===== src/rtl/password_entry.sv =====
// -----------------------------------------------------------------------------
// password_entry
//
// Keypad-to-display sequencing stage. Collects up to four digits from the
// keypad scanner into a left-aligned BCD entry buffer. On ENTER it compares
// the buffer with PASSWORD. The result is shown on the LCD controller through
// sel_msg for a fixed time. Consecutive failures are counted, and MAX_TRIES of
// them in a row lock the keypad for LOCK_CYCLES.
//
// Optional build macro:
//   MASK_DISPLAY_EN  defined   -> char_out is '*' (8'h2A) for every digit
//                    undefined -> char_out is the ASCII code of the digit
//
// Parameters:
//   PASSWORD     four BCD digits; the first-entered digit is compared to [15:12]
//   MAX_TRIES    consecutive wrong attempts that lock the keypad (1..3)
//   HOLD_CYCLES  clk cycles the GRANTED/DENIED message is held (>= 1)
//   LOCK_CYCLES  clk cycles the LOCKED state lasts (>= 1)
//
// Ports:
//   clk           system clock
//   rst           synchronous active-high reset
//   digito        key code: 0x0-0x9 digit, 0xC CLEAR, 0xE ENTER, others ignored
//   key_detected  high while a key is pressed; digito is valid while high
//   sel_msg       00 ENTRY, 01 GRANTED, 10 DENIED, 11 LOCKED
//   code          entered digits, left-aligned BCD, unused nibbles 0
//   count         number of digits entered (0-4)
//   char_out      ASCII character of the last accepted digit
//   char_valid    one-cycle strobe accompanying char_out
//   unlocked      high throughout GRANTED
//   fails         consecutive failed attempts
// -----------------------------------------------------------------------------
module password_entry #(
    parameter logic [15:0] PASSWORD    = 16'h1234,
    parameter int unsigned MAX_TRIES   = 3,
    parameter int unsigned HOLD_CYCLES = 50_000_000,
    parameter int unsigned LOCK_CYCLES = 250_000_000
) (
    input  logic        clk,
    input  logic        rst,
    input  logic [3:0]  digito,
    input  logic        key_detected,
    output logic [1:0]  sel_msg,
    output logic [15:0] code,
    output logic [2:0]  count,
    output logic [7:0]  char_out,
    output logic        char_valid,
    output logic        unlocked,
    output logic [1:0]  fails
);

    typedef enum logic [2:0] {
        ST_ENTRY   = 3'd0,
        ST_CHECK   = 3'd1,
        ST_GRANTED = 3'd2,
        ST_DENIED  = 3'd3,
        ST_LOCKED  = 3'd4
    } state_t;

    localparam logic [3:0]  KEY_CLEAR   = 4'hC;
    localparam logic [3:0]  KEY_ENTER   = 4'hE;
    localparam logic [1:0]  MSG_ENTRY   = 2'b00;
    localparam logic [1:0]  MSG_GRANTED = 2'b01;
    localparam logic [1:0]  MSG_DENIED  = 2'b10;
    localparam logic [1:0]  MSG_LOCKED  = 2'b11;
    localparam logic [1:0]  FAILS_MAX   = 2'(MAX_TRIES);
    localparam logic [31:0] HOLD_LAST   = 32'(HOLD_CYCLES - 32'd1);
    localparam logic [31:0] LOCK_LAST   = 32'(LOCK_CYCLES - 32'd1);

    // Write digit d into nibble slot pos; slot 0 is the leftmost nibble [15:12].
    function automatic logic [15:0] put_nibble(input logic [15:0] c,
                                               input logic [2:0]  pos,
                                               input logic [3:0]  d);
        logic [15:0] r;
        r = c;
        case (pos)
            3'd0:    r[15:12] = d;
            3'd1:    r[11:8]  = d;
            3'd2:    r[7:4]   = d;
            3'd3:    r[3:0]   = d;
            default: r        = c;
        endcase
        return r;
    endfunction

    state_t      state_q, state_d;
    logic [31:0] timer_q, timer_d;
    logic        key_q, key_d;
    logic [15:0] code_q, code_d;
    logic [2:0]  count_q, count_d;
    logic [7:0]  char_out_q, char_out_d;
    logic        char_valid_q, char_valid_d;
    logic [1:0]  sel_msg_q, sel_msg_d;
    logic        unlocked_q, unlocked_d;
    logic [1:0]  fails_q, fails_d;

    logic        key_ev_s;
    logic [1:0]  fails_inc_s;
    logic [7:0]  digit_char_s;

    // Displayed character for an accepted digit.
`ifdef MASK_DISPLAY_EN
    assign digit_char_s = 8'h2A;
`else
    assign digit_char_s = 8'h30 + {4'h0, digito};
`endif

    // Rising edge of key_detected: exactly one event per press.
    assign key_ev_s    = key_detected & ~key_q;
    // Failure count saturates at MAX_TRIES.
    assign fails_inc_s = (fails_q == FAILS_MAX) ? fails_q : (fails_q + 2'd1);

    // Next-state and next-output logic for the entry sequencer.
    always_comb begin
        state_d      = state_q;
        timer_d      = timer_q;
        key_d        = key_detected;
        code_d       = code_q;
        count_d      = count_q;
        char_out_d   = char_out_q;
        char_valid_d = 1'b0;
        sel_msg_d    = sel_msg_q;
        unlocked_d   = unlocked_q;
        fails_d      = fails_q;

        case (state_q)
            ST_ENTRY: begin
                timer_d = 32'd0;
                if (key_ev_s) begin
                    if (digito <= 4'd9) begin
                        if (count_q < 3'd4) begin
                            code_d       = put_nibble(code_q, count_q, digito);
                            count_d      = count_q + 3'd1;
                            char_out_d   = digit_char_s;
                            char_valid_d = 1'b1;
                        end else begin
                            count_d = count_q;
                        end
                    end else if (digito == KEY_CLEAR) begin
                        code_d  = 16'h0000;
                        count_d = 3'd0;
                    end else if (digito == KEY_ENTER) begin
                        if (count_q == 3'd4) begin
                            state_d = ST_CHECK;
                        end else begin
                            state_d = ST_ENTRY;
                        end
                    end else begin
                        state_d = ST_ENTRY;
                    end
                end else begin
                    state_d = ST_ENTRY;
                end
            end

            ST_CHECK: begin
                timer_d = 32'd0;
                if (code_q == PASSWORD) begin
                    state_d    = ST_GRANTED;
                    sel_msg_d  = MSG_GRANTED;
                    unlocked_d = 1'b1;
                    fails_d    = 2'd0;
                end else begin
                    fails_d = fails_inc_s;
                    if (fails_inc_s == FAILS_MAX) begin
                        state_d   = ST_LOCKED;
                        sel_msg_d = MSG_LOCKED;
                    end else begin
                        state_d   = ST_DENIED;
                        sel_msg_d = MSG_DENIED;
                    end
                end
            end

            ST_GRANTED, ST_DENIED: begin
                // The message is shown for exactly HOLD_CYCLES cycles.
                if (timer_q == HOLD_LAST) begin
                    state_d    = ST_ENTRY;
                    timer_d    = 32'd0;
                    sel_msg_d  = MSG_ENTRY;
                    unlocked_d = 1'b0;
                    code_d     = 16'h0000;
                    count_d    = 3'd0;
                end else begin
                    timer_d = timer_q + 32'd1;
                end
            end

            ST_LOCKED: begin
                if (timer_q == LOCK_LAST) begin
                    state_d   = ST_ENTRY;
                    timer_d   = 32'd0;
                    sel_msg_d = MSG_ENTRY;
                    fails_d   = 2'd0;
                    code_d    = 16'h0000;
                    count_d   = 3'd0;
                end else begin
                    timer_d = timer_q + 32'd1;
                end
            end

            default: begin
                state_d    = ST_ENTRY;
                timer_d    = 32'd0;
                sel_msg_d  = MSG_ENTRY;
                unlocked_d = 1'b0;
                code_d     = 16'h0000;
                count_d    = 3'd0;
            end
        endcase
    end

    // State and output registers with synchronous reset.
    always_ff @(posedge clk) begin
        if (rst) begin
            state_q      <= ST_ENTRY;
            timer_q      <= 32'd0;
            key_q        <= 1'b0;
            code_q       <= 16'h0000;
            count_q      <= 3'd0;
            char_out_q   <= 8'h00;
            char_valid_q <= 1'b0;
            sel_msg_q    <= MSG_ENTRY;
            unlocked_q   <= 1'b0;
            fails_q      <= 2'd0;
        end else begin
            state_q      <= state_d;
            timer_q      <= timer_d;
            key_q        <= key_d;
            code_q       <= code_d;
            count_q      <= count_d;
            char_out_q   <= char_out_d;
            char_valid_q <= char_valid_d;
            sel_msg_q    <= sel_msg_d;
            unlocked_q   <= unlocked_d;
            fails_q      <= fails_d;
        end
    end

    assign sel_msg    = sel_msg_q;
    assign code       = code_q;
    assign count      = count_q;
    assign char_out   = char_out_q;
    assign char_valid = char_valid_q;
    assign unlocked   = unlocked_q;
    assign fails      = fails_q;

endmodule


===== config.mk =====
export PLATFORM = sky130hd
export DESIGN_NAME = password_entry
export DESIGN_NICKNAME = d
export VERILOG_FILES = /design/src/rtl/password_entry.sv
export SDC_FILE = /design/constraint.sdc
export NUM_CORES = 1
export LEC_CHECK = 0
export CAP_MARGIN = 20
export CORE_ASPECT_RATIO = 1.2
export CORE_MARGIN = 3
export CORE_UTILIZATION = 30
export CTS_CLUSTER_DIAMETER = 80
export DETAILED_ROUTE_END_ITERATION = 10
export PLACE_DENSITY = 0.47
export SYNTH_ARGS = -nofsm -noshare
export SYNTH_HDL_FRONTEND = slang
export SYNTH_SLANG_ARGS = --single-unit

===== constraint.sdc =====
create_clock -name clk -period 2.3 [get_ports clk]
set_clock_uncertainty 0.1 [all_clocks]
set_input_delay 0.46 -clock clk [delete_from_list [all_inputs] [get_ports clk]]
set_output_delay 0.46 -clock clk [all_outputs]
set_load 0.02 [all_outputs]

# [Word level (Yosys, flattened, before mapping)]
# Cells that the tools add are included.
[totals] register_bits=69 elab_cells=110 in_bits=7
[op_classes] n_lt_le_gt_ge=2 n_reduce_logical=16 add_sub_neg=4 eq_ne=27 mux=41 n_bitwise=7
[op_table] op="$mux W16" count=6
[op_table] op="$mux W32" count=2
[op_table] op="$pmux W16 S4" count=1
[op_table] op="$pmux W32 S2" count=1
[op_table] op="$mux W3" count=12
[op_table] op="$add A32 B1 Y32 const B" count=1
[op_table] op="$eq A32 B26 Y1 const B" count=1
[op_table] op="$eq A32 B28 Y1 const B" count=1
[op_table] op="$reduce_and A7 Y1" count=4
[op_table] op="$pmux W3 S4" count=2
[op_table] op="$eq A16 B13 Y1 const B" count=1
[op_table] op="$mux W4" count=4
[op_table] op="$eq A3 B2 Y1 const B" count=4
[op_table] op="$ne A3 B2 Y1 const B" count=4
[op_table] op="$ne A3 B3 Y1 const B" count=4
[op_table] op="$mux W2" count=5
[op_table] op="$eq A4 B4 Y1 const B" count=2
[op_table] op="$ne A2 B2 Y1 const B" count=4
[op_table] op="$pmux W2 S4" count=1
[op_table] op="$reduce_and A4 Y1" count=2
[op_table] op="$add A6 B4 Y7 const A" count=1
[op_table] op="$eq A3 B1 Y1 const B" count=2
[op_table] op="$eq A3 B3 Y1 const B" count=2
[op_table] op="$logic_not A3 Y1" count=2
[op_table] op="other kinds (16)" count=28

# [Longest topological paths before layout]
# Gate-level depths: netlist of the first run.
[depth] ltp_word=7 ltp_mapped=8 depth_no_buf=7

# [Worst setup path after synthesis of the first run]
# No wires, ideal clock.
[synth_timing] kind="flip-flop to flip-flop" from="register timer_q[0]" to="register code_q[0], in the netlist code[0]" path_buffers=0 setup_time_ns=0.117 synth_period_minus_slack_ns=2.339 path_stages_with_launch=8 setup_slack_ns=-0.039 required_ns=2.083 arrival_time_ns=2.122 cell_sequence="dfxtp_1 ha_1 and3_4 nand2b_4 nor4_4 a311oi_2 or3_4 a32o_1"
[synth_between] elab_chain_len=3 word_cells_on_any_way=5
[synth_rtl] element="start, declared" line_no="87" rtl="logic [31:0] timer_q, timer_d;"
[synth_rtl] element="start signal, assigned" line_no="228" rtl="timer_q <= timer_d;"
[synth_rtl] element="$eq A32 B28 Y1 or $eq A32 B26 Y1 (tied branches)" line_no="190, 177"
[synth_rtl] element="$ne A2 B2 Y1 (no line)"
[synth_rtl] element="$reduce_and A7 Y1 (no line) *"
[synth_rtl] element="end signal, assigned" line_no="230" rtl="code_q <= code_d;"
[synth_rtl] element="end, declared" line_no="89" rtl="logic [15:0] code_q, code_d;"
# Mark *: on every way between the ends. The rest lies on a longest branch, timed or not.
# A chain may end at the register's enable or synchronous reset.

# [Worst setup path after layout of the first run]
[layout_timing] from="register timer_q[7]" to="register code_q[3], in the netlist code[3]"
# Same word-level chain as after synthesis.

==> results.py, run 1 <==
metrics = {
    "synth": {
        "yosysUniqueCellTypes": 48,
        "top_cells_by_area_in_the_synthesized_netlist": "dfxtp_1 43%, nor2_1 7.4%, xnor2_1 4.3%, xor2_1 4.3%, nand3_1 3.8%",
        "seq_area_frac_synth": 0.434,
        "postSynth.asyncResetShare": 0,
        "ys.warnings.count": 0,
        "avgSynthCellArea_sq_um": 8.69,
        "synth.ff_latch_count": 66,
        "mappedNetlistArea_sq_um": 3040,
        "synth_area_leader_cell": "dfxtp_1",
        "ys_flop_type": "dfxtp_1",
        "synth_edf_count": 0,
        "synth_top_area_share": 0.434,
        "synth_cells": 350,
    },
    "clock_network": {
        "cts_inserted_buffers": 9,
        "clk_transition_reported_paths_ps": 60,
        "tritoncts": "done",
        "cts_root_buffer": "clkbuf_16",
        "cts_htree_levels": 3,
        "worst_skew_pair.late_latency_ps": 330,
        "postCtsHoldBufs": 0,
        "cts_num_sinks": 66,
        "cts.path.max_buffers": 2,
    },
    "global_routing": {
        "first_pass_grt_wire_length_mm": 12.9,
        "antenna_found_initial": 0,
        "grt_start_max_net_pins": 33,
        "first_global_vias": 2681,
        "grt.total_usage": 0.142,
        "grt-ovfl-total": 0,
    },
    "timing": {
        "report.final.setup_viol": 0,
        "worst_slack_ps": 3.77,
        "maximum_clock_rate_mhz": 435,
        "worstMarginPinSlew_ps": 587,
        "final_max_slew_viol_count": 0,
        "rsz0062_at_grt": "yes",
        "hold_violations": 0,
        "setup-tns-final_ps": 0,
        "fin_crit_share": 0.998,
        "slew_headroom": 0.606,
        "period_needed_ps": 2300,
    },
    "placement": {
        "hpwl_mm": 5.82,
        "dp_slack_ps": -605,
        "portBuffers": 37,
        "place.detailed.instances": 538,
        "gp_congestion": 0.830,
        "placedInstanceArea_sq_um": 3810,
    },
    "floorplanning": {
        "floorplan.initialDensity": 0.313,
        "rows": 39,
        "die-height_um": 116,
        "die_width_um": 97.9,
        "io-pin-count": 40,
        "die-area_sq_um": 11400,
        "floorplan.core_area_sq_um": 9710,
    },
    "final_layout": {
        "area.growth.synth_to_final_pct": 41.4,
        "mostFrequentLayoutCells": "63 x dfxtp_1, 60 x nor2_1, 40 x buf_4, 36 x clkdlybuf4s50_1, 24 x nand2_1",
        "final_common_cell": "dfxtp_1",
        "number_of_inserted_diodes": 0,
        "finalNetCount": 448,
        "final_cells": 563,
        "final_cell_area_sq_um": 4300,
        "drive_above_1_share": 0.193,
        "filler_cell_count": 950,
    },
    "routing": {
        "drtAntennaViolNets": 0,
        "drt-wirelength-per-cell_um": 14.3,
        "postRouteWirelength_mm": 8.04,
        "vias": 2748,
        "drt-initial-drc-count": 74,
        "vias_per_cell": 4.88,
        "detail_route.drc_violations": 0,
        "drtPass1Iterations": 4,
    },
    "hold_path": {
        "worstHoldStart": "code[10]$_SDFFE_PP0P_",
        "worst_hold_path_type": "reg2reg",
    },
    "setup_path": {
        "path_max_fanout": 5,
        "r2r_start": "timer_q[7]$_SDFF_PP0_",
        "crit_path_start": "timer_q[7]$_SDFF_PP0_",
        "worstSetupPathType": "reg2reg",
        "register_to_register_path_setup_slack_ps": 4,
        "worstPathArrival_ps": 2410,
        "worst_setup_end_kind": "flop",
        "cp_data_required_time_ps": 2410,
        "startpoint_type": "flop",
    },
    "pwr": {
        "irDropWorstVdd_v": 0.000342,
        "powerDensity_nw_per_um2": 617,
        "total_power_mw": 2.66,
        "total_leakage_power_nw": 1.56,
    },
    "flow_run": {
        "max-cap-violations": 0,
    },
    "run_status": {
        "run_status": "finished clean",
    },
}
-- where the power goes --
part | leakage (nW) | total, mW | internal (mW) | switching (mW)
sequential | 0.534 | 1.17 | 1.16 | 0.00893
clock | 0.142 | 1.32 | 0.830 | 0.487
combinational | 0.881 | 0.172 | 0.0810 | 0.0912
-- per-stage QoR --
stage                      util  hold slack [ps]
after floorplan               -              330
after global placement    0.392              369
after detailed placement  0.392              378
after CTS                 0.427              385
after global routing      0.443              399
final                     0.443              382
-- kinds of logic after synthesis --
logic type                 after synthesis  synth area share
and+or+nand+nor                        162             0.276
DFF                                     66             0.434
AOI/OAI and AO/OA                       43            0.0995
buffers and inverters                   34            0.0514
xor gates and xnor gates                30            0.0864
muxes                                    8            0.0263
adders and majority gates                6            0.0247
other                                    1           0.00123
-- timing repair --
action                     in CTS  in global routing
setup endpoints to repair      18                 50
buffers inserted                2                  5
pin swaps                       4                 10
gates resized for setup         9                 13
cloned                          0                  3
-- cells in the mapped netlist, drive strengths merged, types with 4 or more instances --
library cell,instances
or4,4
clkbuf,8
ha,6
dfxtp,66
nor4,5
nor2,60
nor3,8
mux2i,8
buf,4
and3,5
nand2,25
nand3,24
inv,22
o32ai,10
xor2,15
o21ai,5
nor2b,7
nand4,7
xnor2,15
a21oi,14
-- worst max-delay path, stage by stage (launching register included) --
cell and delay, ps:
dfxtp_1 300, nor4_1 280, nand3_1 170, nor4_4 330
buf_4 170, a311oi_4 110, or3_4 450, a32o_1 270
-- state kept, by name, indices dropped and copies added (netlist names) --
register and cells:
timer_q 32, code 16, char_out 5, count 3, state_q 3, fails 2, sel_msg 2, char_valid 1
key_q 1, unlocked 1
-- area by class of cell --
class | count | area [sq um] | share of cell area
Timing Repair Buffer | 85 | 796 | 0.185
Tap cell | 123 | 154 | 0.0358
Multi-Input combinational cell | 251 | 1660 | 0.385
Sequential cell | 66 | 1330 | 0.308
Inverter | 22 | 82.6 | 0.0192
Clock buffer | 10 | 229 | 0.0532
Clock inverter | 6 | 57.6 | 0.0134
-- path summary, 6_finish.rpt --
check,end,cells after the start
max reg2reg,code[3]$_SDFFE_PP0P_,7
min,code[10]$_SDFFE_PP0P_,2
min reg2reg,code[10]$_SDFFE_PP0P_,2
max,code[3]$_SDFFE_PP0P_,7
-- routing by layer --
layer,vias up,GRT usage,part of all wire
li1,1383,-,-
met1,1291,0.165,0.42
met2,59,0.258,0.52
met3,15,0.0263,0.037
met4,0,0.0591,0.021
met5,-,0,0
(Power assumes the default switching activity.)
==> run 2: changes to the inputs <==
--- a/config.mk
+++ b/config.mk
@@ -11,7 +11,10 @@
 export CORE_UTILIZATION = 30
 export CTS_CLUSTER_DIAMETER = 80
 export DETAILED_ROUTE_END_ITERATION = 10
-export PLACE_DENSITY = 0.47
+export DONT_BUFFER_PORTS = 1
+export PLACE_DENSITY = 0.42
+export RECOVER_POWER = 25
+export SLEW_MARGIN = 10
 export SYNTH_ARGS = -nofsm -noshare
 export SYNTH_HDL_FRONTEND = slang
 export SYNTH_SLANG_ARGS = --single-unit
==> run 2 against run 1 <==
Via count fell by 7.4%. Wire length fell by 3.7%. Global-route usage rose by 0.42 points. Worst setup slack improved by 98 ps. Sequential share of layout area rose by 3.9 points.
==> results.py, run 2 (synthesized netlist as in run 1, its figures left out) <==
metrics = {
    "run_status": {
        "run_status": "finished clean",
    },
    "hold_path": {
        "worstHoldStart": "rst",
        "holdPathEnd": "unlocked$_SDFFE_PP0P_",
        "hold_critical_path_depth": 1,
        "worst_hold_path_type": "in2reg",
    },
    "setup_path": {
        "critPathMaxStageDelay_ps": 470,
        "worst_path_dominant_cell_family": "simple AND/OR/NAND/NOR gates",
        "path_max_fanout": 3,
        "worstPathArrival_ps": 2370,
        "cp_data_required_time_ps": 2470,
        "critical_path.slowest_cell": "or4_4",
        "timing.critical_path.cells": "nor4_2 -> nand3_1 -> nor4_4 -> a311oi_2 -> buf_4 -> or4_4 -> a21oi_2",
        "path_buf_inv": 1,
        "worst_r2r_endpoint": "count[1]$_SDFFE_PP0P_",
        "register_to_register_path_setup_slack_ps": 100,
        "worstSetupPathType": "reg2reg",
        "r2r_start": "timer_q[28]$_SDFF_PP0_",
        "worst_setup_end_kind": "flop",
        "worst-r2r-cell-count": 7,
        "startpoint_type": "flop",
    },
    "clock_network": {
        "tritoncts": "done",
        "cts_root_buffer": "clkbuf_16",
        "worst_skew_pair.late_latency_ps": 330,
        "clk_transition_reported_paths_ps": 60,
        "cts_num_sinks": 66,
        "postCtsHoldBufs": 0,
        "cts_inserted_buffers": 9,
        "cts.path.max_buffers": 2,
        "cts_htree_levels": 3,
    },
    "flow_run": {
        "max-cap-violations": 0,
    },
    "global_routing": {
        "grt_start_max_net_pins": 33,
        "grt-ovfl-total": 0,
        "first_global_vias": 2590,
        "antenna_found_initial": 0,
        "first_pass_grt_wire_length_mm": 13.1,
        "grt.total_usage": 0.147,
    },
    "final_layout": {
        "final_cell_area_sq_um": 3810,
        "area.growth.synth_to_final_pct": 25.3,
        "final_common_cell": "dfxtp_1",
        "drive_above_1_share": 0.188,
        "finalNetCount": 401,
        "number_of_inserted_diodes": 0,
        "final_cells": 516,
        "max_reg_flops": 32,
        "mostFrequentLayoutCells": "64 x dfxtp_1, 60 x nor2_1, 36 x buf_4, 24 x nand2_1, 23 x nand3_1",
        "largest-register": "timer_q",
        "filler_cell_count": 1019,
        "finalCoreUtilization": 0.393,
    },
    "pwr": {
        "irDropWorstVdd_v": 0.000302,
        "powerDensity_nw_per_um2": 736,
        "total_leakage_power_nw": 1.37,
    },
    "placement": {
        "placedInstanceArea_sq_um": 3410,
        "portBuffers": 0,
        "gp_congestion": 0.765,
        "hpwl_mm": 5.85,
        "place.detailed.instances": 497,
    },
    "routing": {
        "detail_route.drc_violations": 0,
        "drt-wirelength-per-cell_um": 15.0,
        "vias": 2544,
        "drt-initial-drc-count": 61,
        "drtPass1Iterations": 4,
        "drtAntennaViolNets": 0,
        "postRouteWirelength_mm": 7.74,
        "vias_per_cell": 4.93,
    },
    "timing": {
        "hold_violations": 0,
        "setup-tns-final_ps": 0,
        "period_needed_ps": 2200,
        "hold_ws_ps": 97.3,
        "fin_crit_share": 0.956,
        "slew_headroom": 0.598,
        "rsz0062_at_grt": "yes",
        "maximum_clock_rate_mhz": 455,
        "report.final.setup_viol": 0,
        "final_max_slew_viol_count": 0,
        "worstMarginPinSlew_ps": 598,
    },
    "floorplanning": {
        "die_width_um": 97.9,
        "die-area_sq_um": 11400,
        "rows": 39,
        "io-pin-count": 40,
        "floorplan.core_area_sq_um": 9710,
        "die-height_um": 116,
        "floorplan.initialDensity": 0.313,
    },
}
## run 2: metrics by stage
step | power, mW | setup WS, ps
floorplan | 1.27 | 8.64
detailed placement | 1.30 | -33.0
global placement | 1.30 | -9.57
CTS | 2.84 | 17.0
finish | 2.81 | 102
global route | 2.90 | -33.3
## run 2: final cells by class
cell class              count  area [sq um]  share of cell area
multi-input cells         251          1620               0.425
clock buffers              12           267              0.0699
flip-flops and latches     66          1320               0.347
repair buffers             38           294              0.0771
inverters                  22          82.6              0.0217
well taps                 123           154              0.0404
clock inverters             4          72.6              0.0190
## run 2: metal layers
layer | global-route usage | vias up | wire (um)
met5 | 0 | - | 0
met3 | 0.0293 | 22 | 292
met4 | 0.0942 | 0 | 276
met2 | 0.266 | 49 | 3970
met1 | 0.156 | 1182 | 3210
li1 | - | 1291 | -
## run 2: worst max-delay path by stage
stage | end | depth (start not counted) | slack, ps | start
5_1_grt | count[1]$_SDFFE_PP0P_ | 7 | -30 | timer_q[24]$_SDFF_PP0_
4_1_cts | count[2]$_SDFFE_PP0P_ | 8 | 20 | timer_q[0]$_SDFF_PP0_
3_5_place_dp | count[2]$_SDFFE_PP0P_ | 7 | -30 | digito[2]
6_report | count[1]$_SDFFE_PP0P_ | 7 | 100 | timer_q[28]$_SDFF_PP0_
2_1_floorplan | code[0]$_SDFFE_PP0P_ | 6 | 9 | timer_q[17]$_SDFF_PP0_
3_3_place_gp | count[1]$_SDFFE_PP0P_ | 7 | -10 | digito[2]
## run 2: power breakdown
part	internal (mW)	switching [mW]	leakage (nW)	total [mW]
Combinational	0.0403	0.0518	0.671	0.0921
Clock	1.04	0.497	0.165	1.53
Sequential	1.16	0.0275	0.534	1.18
## run 2: what timing repair did
action / in CTS / in global routing
setup buffers: 2 / 1
pin swaps: 3 / 6
setup endpoints to repair: 1 / 13
resized for setup: 3 / 9
gates cloned: 0 / 0
